**src/rtl/miriscv_mem_arbiter_if.sv**
```systemverilog
// rtl/miriscv_mem_arbiter_if.sv - fetch/data/memory bus bundle for the two-to-one memory arbiter
interface miriscv_mem_arbiter_if #(
    parameter int XLEN = 32
);
    logic              instr_req_i;
    logic [XLEN-1:0]   instr_addr_i;
    logic              instr_gnt_o;
    logic              instr_rvalid_o;
    logic [XLEN-1:0]   instr_rdata_o;

    logic              data_req_i;
    logic              data_we_i;
    logic [XLEN/8-1:0] data_be_i;
    logic [XLEN-1:0]   data_addr_i;
    logic [XLEN-1:0]   data_wdata_i;
    logic              data_gnt_o;
    logic              data_rvalid_o;
    logic [XLEN-1:0]   data_rdata_o;

    logic              mem_req_o;
    logic              mem_we_o;
    logic [XLEN/8-1:0] mem_be_o;
    logic [XLEN-1:0]   mem_addr_o;
    logic [XLEN-1:0]   mem_wdata_o;
    logic              mem_gnt_i;
    logic              mem_rvalid_i;
    logic [XLEN-1:0]   mem_rdata_i;

    logic              err_o;

    // Arbiter side
    modport slave (
        input  instr_req_i, instr_addr_i,
        output instr_gnt_o, instr_rvalid_o, instr_rdata_o,
        input  data_req_i, data_we_i, data_be_i, data_addr_i, data_wdata_i,
        output data_gnt_o, data_rvalid_o, data_rdata_o,
        output mem_req_o, mem_we_o, mem_be_o, mem_addr_o, mem_wdata_o,
        input  mem_gnt_i, mem_rvalid_i, mem_rdata_i,
        output err_o
    );

    // Core/memory side driving the arbiter
    modport master (
        output instr_req_i, instr_addr_i,
        input  instr_gnt_o, instr_rvalid_o, instr_rdata_o,
        output data_req_i, data_we_i, data_be_i, data_addr_i, data_wdata_i,
        input  data_gnt_o, data_rvalid_o, data_rdata_o,
        input  mem_req_o, mem_we_o, mem_be_o, mem_addr_o, mem_wdata_o,
        output mem_gnt_i, mem_rvalid_i, mem_rdata_i,
        input  err_o
    );
endinterface

```
**src/rtl/miriscv_mem_arbiter.sv**
```systemverilog
// rtl/miriscv_mem_arbiter.sv - round-robin fetch/data to unified memory arbiter with in-order tag FIFO
module miriscv_mem_arbiter #(
    parameter int XLEN            = 32,
    parameter int MAX_OUTSTANDING = 2
) (
    input  logic                   clk_i,
    input  logic                   arst_i,
    miriscv_mem_arbiter_if.slave   bus
);
    localparam int CNT_W = $clog2(MAX_OUTSTANDING + 1);
    localparam int PTR_W = (MAX_OUTSTANDING > 1) ? $clog2(MAX_OUTSTANDING) : 1;
    localparam logic [PTR_W-1:0] PTR_LAST = PTR_W'(MAX_OUTSTANDING - 1);
    localparam logic [CNT_W-1:0] CNT_FULL = CNT_W'(MAX_OUTSTANDING);

    localparam logic SRC_INSTR = 1'b0;
    localparam logic SRC_DATA  = 1'b1;

    logic                       lock_q, lock_d;
    logic                       lock_src_q, lock_src_d;
    logic                       last_q, last_d;
    logic [MAX_OUTSTANDING-1:0] tag_q, tag_d;
    logic [PTR_W-1:0]           wr_ptr_q, wr_ptr_d;
    logic [PTR_W-1:0]           rd_ptr_q, rd_ptr_d;
    logic [CNT_W-1:0]           count_q, count_d;
    logic                       err_q, err_d;

    logic sel;
    logic full;
    logic sel_req;
    logic push;
    logic pop;
    logic head;

    assign full = (count_q == CNT_FULL);
    assign head = tag_q[rd_ptr_q];

    always_comb begin
        sel = ~last_q;
        if (lock_q) begin
            sel = lock_src_q;
        end else if (bus.instr_req_i && !bus.data_req_i) begin
            sel = SRC_INSTR;
        end else if (bus.data_req_i && !bus.instr_req_i) begin
            sel = SRC_DATA;
        end
    end

    assign sel_req       = (sel == SRC_DATA) ? bus.data_req_i : bus.instr_req_i;
    assign bus.mem_req_o = !full && sel_req;

    always_comb begin
        if (sel == SRC_DATA) begin
            bus.mem_we_o    = bus.data_we_i;
            bus.mem_be_o    = bus.data_be_i;
            bus.mem_addr_o  = bus.data_addr_i;
            bus.mem_wdata_o = bus.data_wdata_i;
        end else begin
            bus.mem_we_o    = 1'b0;
            bus.mem_be_o    = '1;
            bus.mem_addr_o  = bus.instr_addr_i;
            bus.mem_wdata_o = '0;
        end
    end

    assign push            = bus.mem_req_o && bus.mem_gnt_i;
    assign bus.instr_gnt_o = push && (sel == SRC_INSTR);
    assign bus.data_gnt_o  = push && (sel == SRC_DATA);

    // A response with nothing outstanding is dropped and only flags the error.
    assign pop               = bus.mem_rvalid_i && (count_q != '0);
    assign bus.instr_rvalid_o = pop && (head == SRC_INSTR);
    assign bus.data_rvalid_o  = pop && (head == SRC_DATA);
    assign bus.instr_rdata_o  = bus.mem_rdata_i;
    assign bus.data_rdata_o   = bus.mem_rdata_i;
    assign bus.err_o          = err_q;

    always_comb begin
        lock_d     = lock_q;
        lock_src_d = lock_src_q;
        last_d     = last_q;
        tag_d      = tag_q;
        wr_ptr_d   = wr_ptr_q;
        rd_ptr_d   = rd_ptr_q;
        count_d    = count_q;
        err_d      = err_q;

        // Freeze the source while the bus request waits for the memory.
        if (bus.mem_req_o && !bus.mem_gnt_i) begin
            lock_d     = 1'b1;
            lock_src_d = sel;
        end else if (push) begin
            lock_d = 1'b0;
        end

        if (push) begin
            tag_d[wr_ptr_q] = sel;
            wr_ptr_d        = (wr_ptr_q == PTR_LAST) ? '0 : wr_ptr_q + 1'b1;
            last_d          = sel;
        end

        if (pop) begin
            rd_ptr_d = (rd_ptr_q == PTR_LAST) ? '0 : rd_ptr_q + 1'b1;
        end

        if (push && !pop) begin
            count_d = count_q + 1'b1;
        end else if (pop && !push) begin
            count_d = count_q - 1'b1;
        end

        if (bus.mem_rvalid_i && (count_q == '0)) begin
            err_d = 1'b1;
        end
    end

    always_ff @(posedge clk_i or posedge arst_i) begin
        if (arst_i) begin
            lock_q     <= 1'b0;
            lock_src_q <= SRC_INSTR;
            last_q     <= SRC_DATA;
            tag_q      <= '0;
            wr_ptr_q   <= '0;
            rd_ptr_q   <= '0;
            count_q    <= '0;
            err_q      <= 1'b0;
        end else begin
            lock_q     <= lock_d;
            lock_src_q <= lock_src_d;
            last_q     <= last_d;
            tag_q      <= tag_d;
            wr_ptr_q   <= wr_ptr_d;
            rd_ptr_q   <= rd_ptr_d;
            count_q    <= count_d;
            err_q      <= err_d;
        end
    end
endmodule

```
**src/flat_wrapper.sv**
```systemverilog
// flat-port wrapper written by rule: the top's interface ports become plain ports
module miriscv_mem_arbiter_flat 
#(
    parameter int XLEN            = 32,
    parameter int MAX_OUTSTANDING = 2
)
  (clk_i, arst_i, bus_instr_req_i, bus_instr_addr_i, bus_instr_gnt_o, bus_instr_rvalid_o, bus_instr_rdata_o, bus_data_req_i, bus_data_we_i, bus_data_be_i, bus_data_addr_i, bus_data_wdata_i, bus_data_gnt_o, bus_data_rvalid_o, bus_data_rdata_o, bus_mem_req_o, bus_mem_we_o, bus_mem_be_o, bus_mem_addr_o, bus_mem_wdata_o, bus_mem_gnt_i, bus_mem_rvalid_i, bus_mem_rdata_i, bus_err_o);
  miriscv_mem_arbiter_if #(.XLEN(XLEN)) bus_i ();
  input  logic clk_i;
  input  logic arst_i;
  input wire logic [$bits(bus_i.instr_req_i)-1:0] bus_instr_req_i;
  input wire logic [$bits(bus_i.instr_addr_i)-1:0] bus_instr_addr_i;
  output wire logic [$bits(bus_i.instr_gnt_o)-1:0] bus_instr_gnt_o;
  output wire logic [$bits(bus_i.instr_rvalid_o)-1:0] bus_instr_rvalid_o;
  output wire logic [$bits(bus_i.instr_rdata_o)-1:0] bus_instr_rdata_o;
  input wire logic [$bits(bus_i.data_req_i)-1:0] bus_data_req_i;
  input wire logic [$bits(bus_i.data_we_i)-1:0] bus_data_we_i;
  input wire logic [$bits(bus_i.data_be_i)-1:0] bus_data_be_i;
  input wire logic [$bits(bus_i.data_addr_i)-1:0] bus_data_addr_i;
  input wire logic [$bits(bus_i.data_wdata_i)-1:0] bus_data_wdata_i;
  output wire logic [$bits(bus_i.data_gnt_o)-1:0] bus_data_gnt_o;
  output wire logic [$bits(bus_i.data_rvalid_o)-1:0] bus_data_rvalid_o;
  output wire logic [$bits(bus_i.data_rdata_o)-1:0] bus_data_rdata_o;
  output wire logic [$bits(bus_i.mem_req_o)-1:0] bus_mem_req_o;
  output wire logic [$bits(bus_i.mem_we_o)-1:0] bus_mem_we_o;
  output wire logic [$bits(bus_i.mem_be_o)-1:0] bus_mem_be_o;
  output wire logic [$bits(bus_i.mem_addr_o)-1:0] bus_mem_addr_o;
  output wire logic [$bits(bus_i.mem_wdata_o)-1:0] bus_mem_wdata_o;
  input wire logic [$bits(bus_i.mem_gnt_i)-1:0] bus_mem_gnt_i;
  input wire logic [$bits(bus_i.mem_rvalid_i)-1:0] bus_mem_rvalid_i;
  input wire logic [$bits(bus_i.mem_rdata_i)-1:0] bus_mem_rdata_i;
  output wire logic [$bits(bus_i.err_o)-1:0] bus_err_o;
  assign bus_i.instr_req_i = bus_instr_req_i;
  assign bus_i.instr_addr_i = bus_instr_addr_i;
  assign bus_instr_gnt_o = bus_i.instr_gnt_o;
  assign bus_instr_rvalid_o = bus_i.instr_rvalid_o;
  assign bus_instr_rdata_o = bus_i.instr_rdata_o;
  assign bus_i.data_req_i = bus_data_req_i;
  assign bus_i.data_we_i = bus_data_we_i;
  assign bus_i.data_be_i = bus_data_be_i;
  assign bus_i.data_addr_i = bus_data_addr_i;
  assign bus_i.data_wdata_i = bus_data_wdata_i;
  assign bus_data_gnt_o = bus_i.data_gnt_o;
  assign bus_data_rvalid_o = bus_i.data_rvalid_o;
  assign bus_data_rdata_o = bus_i.data_rdata_o;
  assign bus_mem_req_o = bus_i.mem_req_o;
  assign bus_mem_we_o = bus_i.mem_we_o;
  assign bus_mem_be_o = bus_i.mem_be_o;
  assign bus_mem_addr_o = bus_i.mem_addr_o;
  assign bus_mem_wdata_o = bus_i.mem_wdata_o;
  assign bus_i.mem_gnt_i = bus_mem_gnt_i;
  assign bus_i.mem_rvalid_i = bus_mem_rvalid_i;
  assign bus_i.mem_rdata_i = bus_mem_rdata_i;
  assign bus_err_o = bus_i.err_o;
  miriscv_mem_arbiter #(.XLEN(XLEN), .MAX_OUTSTANDING(MAX_OUTSTANDING)) u_core (.clk_i(clk_i), .arst_i(arst_i), .bus(bus_i));
endmodule
```
**config.mk**
```make
export PLATFORM = sky130hd
export DESIGN_NAME = miriscv_mem_arbiter_flat
export DESIGN_NICKNAME = d
export VERILOG_FILES = /design/src/rtl/miriscv_mem_arbiter_if.sv /design/src/rtl/miriscv_mem_arbiter.sv /design/src/flat_wrapper.sv
export SDC_FILE = /design/constraint.sdc
export NUM_CORES = 1
export LEC_CHECK = 0
export BUFFER_PORTS_ARGS = -buffer_cell sky130_fd_sc_hd__buf_2
export CAP_MARGIN = 20
export CELL_PAD_IN_SITES_DETAIL_PLACEMENT = 1
export CELL_PAD_IN_SITES_GLOBAL_PLACEMENT = 1
export CORE_AREA = 2 2 108 110
export CTS_BUF_LIST = sky130_fd_sc_hd__clkbuf_8
export DETAILED_ROUTE_END_ITERATION = 8
export DIE_AREA = 0 0 110 112
export MAX_ROUTING_LAYER = met4
export PLACE_DENSITY_LB_ADDON = 0.1
export SYNTH_ARGS = -nofsm -noshare
export SYNTH_HDL_FRONTEND = slang
export SYNTH_SLANG_ARGS = --single-unit
```
**constraint.sdc**
```tcl
create_clock -name clk_i -period 5.2 [get_ports clk_i]
set_clock_uncertainty 0.2 [all_clocks]
set_input_delay 0.26 -clock clk_i [delete_from_list [all_inputs] [get_ports clk_i]]
set_output_delay 0.26 -clock clk_i [all_outputs]
set_load 0.05 [all_outputs]
```
==> impl_metrics.py <==
metrics = {
    "status": {
        "outcome": "finished, final reports clean",
    },
    "synth": {
        "yosys-top-cells-area": "buf_4, nand2_1, dfrtp_1",
        "netlist.area_leader.share_pct": 29.1,
        "synthFlopType": "dfrtp_1",
        "synth_edf_count": 0,
        "async_flop_share_pct": 100,
        "synthSimpleGateAreaFrac_pct": 40.3,
        "synth_fa_ha_area_share_pct": 0.759,
        "syn_nets": 395,
        "ys_warn_count": 0,
        "syn-cell-area_um2": 1650,
        "synth_top_family_by_area": "simple AND/OR/NAND/NOR gates",
        "synth_xor_area_share_pct": 2.66,
        "synth-seq-cells": 10,
        "synth_cells": 255,
        "avgSynthCellArea_um2": 6.47,
        "synth.yosys.seq_area_share_pct": 15.3,
        "synthDistinctLibCells": 27,
        "synth_top_area_cell": "buf_4",
        "synth_mux_area_share_pct": 1.52,
        "synth_compound_area_share_pct": 6.53,
    },
    "critical_path": {
        "arrival_ns": 2.41,
        "regToRegEndpoint": "u_core.last_q$_DFFE_PP1P_",
        "slowest_delay_ns": 0.51,
        "ff2ff_path_depth": 5,
        "crit_family": "compound AO/OA/AOI/OAI gates",
        "cp_max_fo": 42,
        "crit_chain": "a21boi_0 -> o31a_2 -> buf_4 -> and2_1 -> buf_2",
        "r2r-start": "u_core.last_q$_DFFE_PP1P_",
        "rrSetupSlack_ns": 2.98,
        "cp-start-kind": "flop",
        "endpoint_kind": "output pin",
        "cp_num_buf_inv": 2,
        "crit_type": "flop to output pin",
        "cp.required_ns": 4.74,
        "crit_path_top_delay_cell": "o31a_2",
    },
    "sta": {
        "max_freq_mhz": 349,
        "worstMarginPinSlew_ns": 0.565,
        "fin_crit_ns": 2.87,
        "rsz0062_at_grt": "no",
        "min_period_over_period_pct": 55.1,
        "drv_slew": 0,
        "hold_viol": 0,
        "relSlewSlack_pct": 62.3,
        "setup_tns_ns": 0,
        "setup_violations": 0,
    },
    "clock_tree": {
        "h-tree-depth": 1,
        "post_cts_buffers": 0,
        "clock-sinks": 10,
        "cts_tree": "done",
        "insertion_delay_ns": 0.23,
        "clockRootBuffer": "clkbuf_8",
        "ctsHoldBuffers": 1,
        "clkTransAtPathRegs_ns": 0.05,
        "cts_resized": 0,
        "clockBufferDepth": 2,
        "cts-buffers-inserted": 3,
    },
    "hold_path": {
        "hp-start": "bus_mem_rvalid_i",
        "hold_end": "u_core.bus.err_o$_DFFE_PP0P_",
        "hold_depth": 2,
        "worstHoldPathType": "input port to flop",
    },
    "place": {
        "numPortBuffers": 181,
        "dpl-instance-area_um2": 2220,
        "dp.cells": 506,
        "place.gp.congestion": 0.708,
        "dp_hpwl_um": 5490,
    },
    "route": {
        "drc": 0,
        "vias_per_cell": 3.72,
        "route.vias.total": 1904,
        "drt_iter0_drc": 39,
        "wire_per_inst_um": 12.6,
        "ant_nets": 0,
        "routed_wl_um": 6430,
        "first_pass_iters": 3,
    },
    "pwr": {
        "p_leak_nw": 1.40,
        "p_per_area_nw_per_um2": 882,
        "ir_worst_vdd_uv": 236,
    },
    "global_route": {
        "grt_pass1_vias": 1963,
        "antenna_found_initial": 1,
        "grt_usage_pct": 10.1,
        "grt_overflow": 0,
        "grt_start_max_net_pins": 43,
        "grt_pass1_wl_um": 9520,
    },
    "floorplanning": {
        "start_util_pct": 14.8,
        "fp.dieW_um": 110,
        "die_y_um": 112,
        "row_count": 39,
        "io_pins": 278,
        "core_um2": 11200,
        "die_area_um2": 12300,
    },
    "run": {
        "max_cap_viol_count": 0,
    },
    "cells_and_area": {
        "layout-drive-gt1-share_pct": 52.7,
        "stdcell_count": 512,
        "finalInstanceArea_um2": 2290,
        "nets": 509,
        "area_growth_pct": 39.0,
    },
}
[worst max path at each step]
stage                                     end  cells after the start                 startpoint  slack, ns
after floorplan               bus_instr_gnt_o                      5  u_core.last_q$_DFFE_PP1P_       2.82
after global placement    bus_mem_wdata_o[13]                      6             bus_data_req_i       2.50
after detailed placement  bus_mem_wdata_o[24]                      6             bus_data_req_i       2.47
after CTS                 bus_mem_wdata_o[21]                      5  u_core.last_q$_DFFE_PP1P_       2.25
after global routing        bus_mem_addr_o[8]                      6  u_core.last_q$_DFFE_PP1P_       2.01
final                     bus_mem_wdata_o[21]                      5  u_core.last_q$_DFFE_PP1P_       2.33
[cells in the mapped netlist, types with 2 or more instances]
cell and instances:
a21o_1 2, clkbuf_1 2, nand2_1 96, and2_1 33
inv_1 3, nand2b_1 5, dfrtp_1 9, xor2_1 2
buf_2 9, xnor2_1 3, nor2_1 8, o21ai_0 3
buf_4 64, o31ai_1 2, a21boi_0 2
[worst reg2reg max path: stages, from the launching register on]
cell	delay (ns)
dfstp_2	0.55
a21boi_0	0.16
o31ai_4	0.55
buf_4	0.41
nor2_1	0.11
a21o_1	0.17
[kinds of logic (layout without fill, tap and decap cells)]
group	after synthesis	count (layout)
fa+ha+maj	1	1
compound gates	13	13
flops	10	10
other cells	0	1
mux	2	2
xor+xnor	5	5
buf+inv	78	191
simple gates	146	146
[registers in the layout (all words and copies together), names as in the netlist]
name and cells:
u_core.last_q 1, u_core.wr_ptr_q 1, u_core.lock_src_q 1, u_core.tag_q 2, u_core.rd_ptr_q 1, u_core.lock_q 1, u_core.count_q 2, u_core.bus.err_o 1
[area by class of cell]
type | count | area [µm²]
Inverter | 3 | 11.3
Tap cell | 143 | 179
Fill cell | 1453 | 8880
Sequential cell | 10 | 251
Timing Repair Buffer | 184 | 931
Clock buffer | 4 | 55.1
Multi-Input combinational cell | 167 | 862
Antenna cell | 1 | 2.50
[cells in the final DEF, fill, tap and decap left out, types with 3 or more instances in the layout]
cell	synthesis	final
nor2_1	8	8
dfrtp_1	9	9
o21ai_0	3	3
and2_1	33	33
xnor2_1	3	3
inv_1	3	3
buf_2	9	181
nand2_1	96	96
clkbuf_8	0	4
nand2b_1	5	5
[where the power goes]
group / leakage, nW / switching (mW) / total, mW / internal (mW)
registers: 0.113 / 0.0376 / 0.156 / 0.118
logic: 1.26 / 1.36 / 1.77 / 0.406
clock network: 0.0288 / 0.0301 / 0.0966 / 0.0665
total: 1.40 / 1.43 / 2.02 / 0.591
[per-layer routing]
layer,vias to the layer above,routed length [µm],part of all wire (%),track usage [%]
met1,806,2250,35,10.4
li1,941,-,-,-
met3,12,889,14,3.57
met4,0,51,0.79,2.53
met2,145,3240,50,18.1
met5,-,0,0,-
[stage by stage]
step | hold slack [ns] | power [mW] | util (%) | worst slack, ns
after floorplan | -0.101 | 1.69 | - | 2.82
after detailed placement | 0.0783 | 1.96 | 19.9 | 2.47
after CTS | 0.0310 | 2.06 | 20.5 | 2.25
after global routing | 0.0453 | 2.17 | 20.5 | 2.01
after global placement | 0.0761 | 1.96 | 19.9 | 2.50
final | 0.0348 | 2.02 | 20.5 | 2.33
Power figures use the tool's default switching activity.
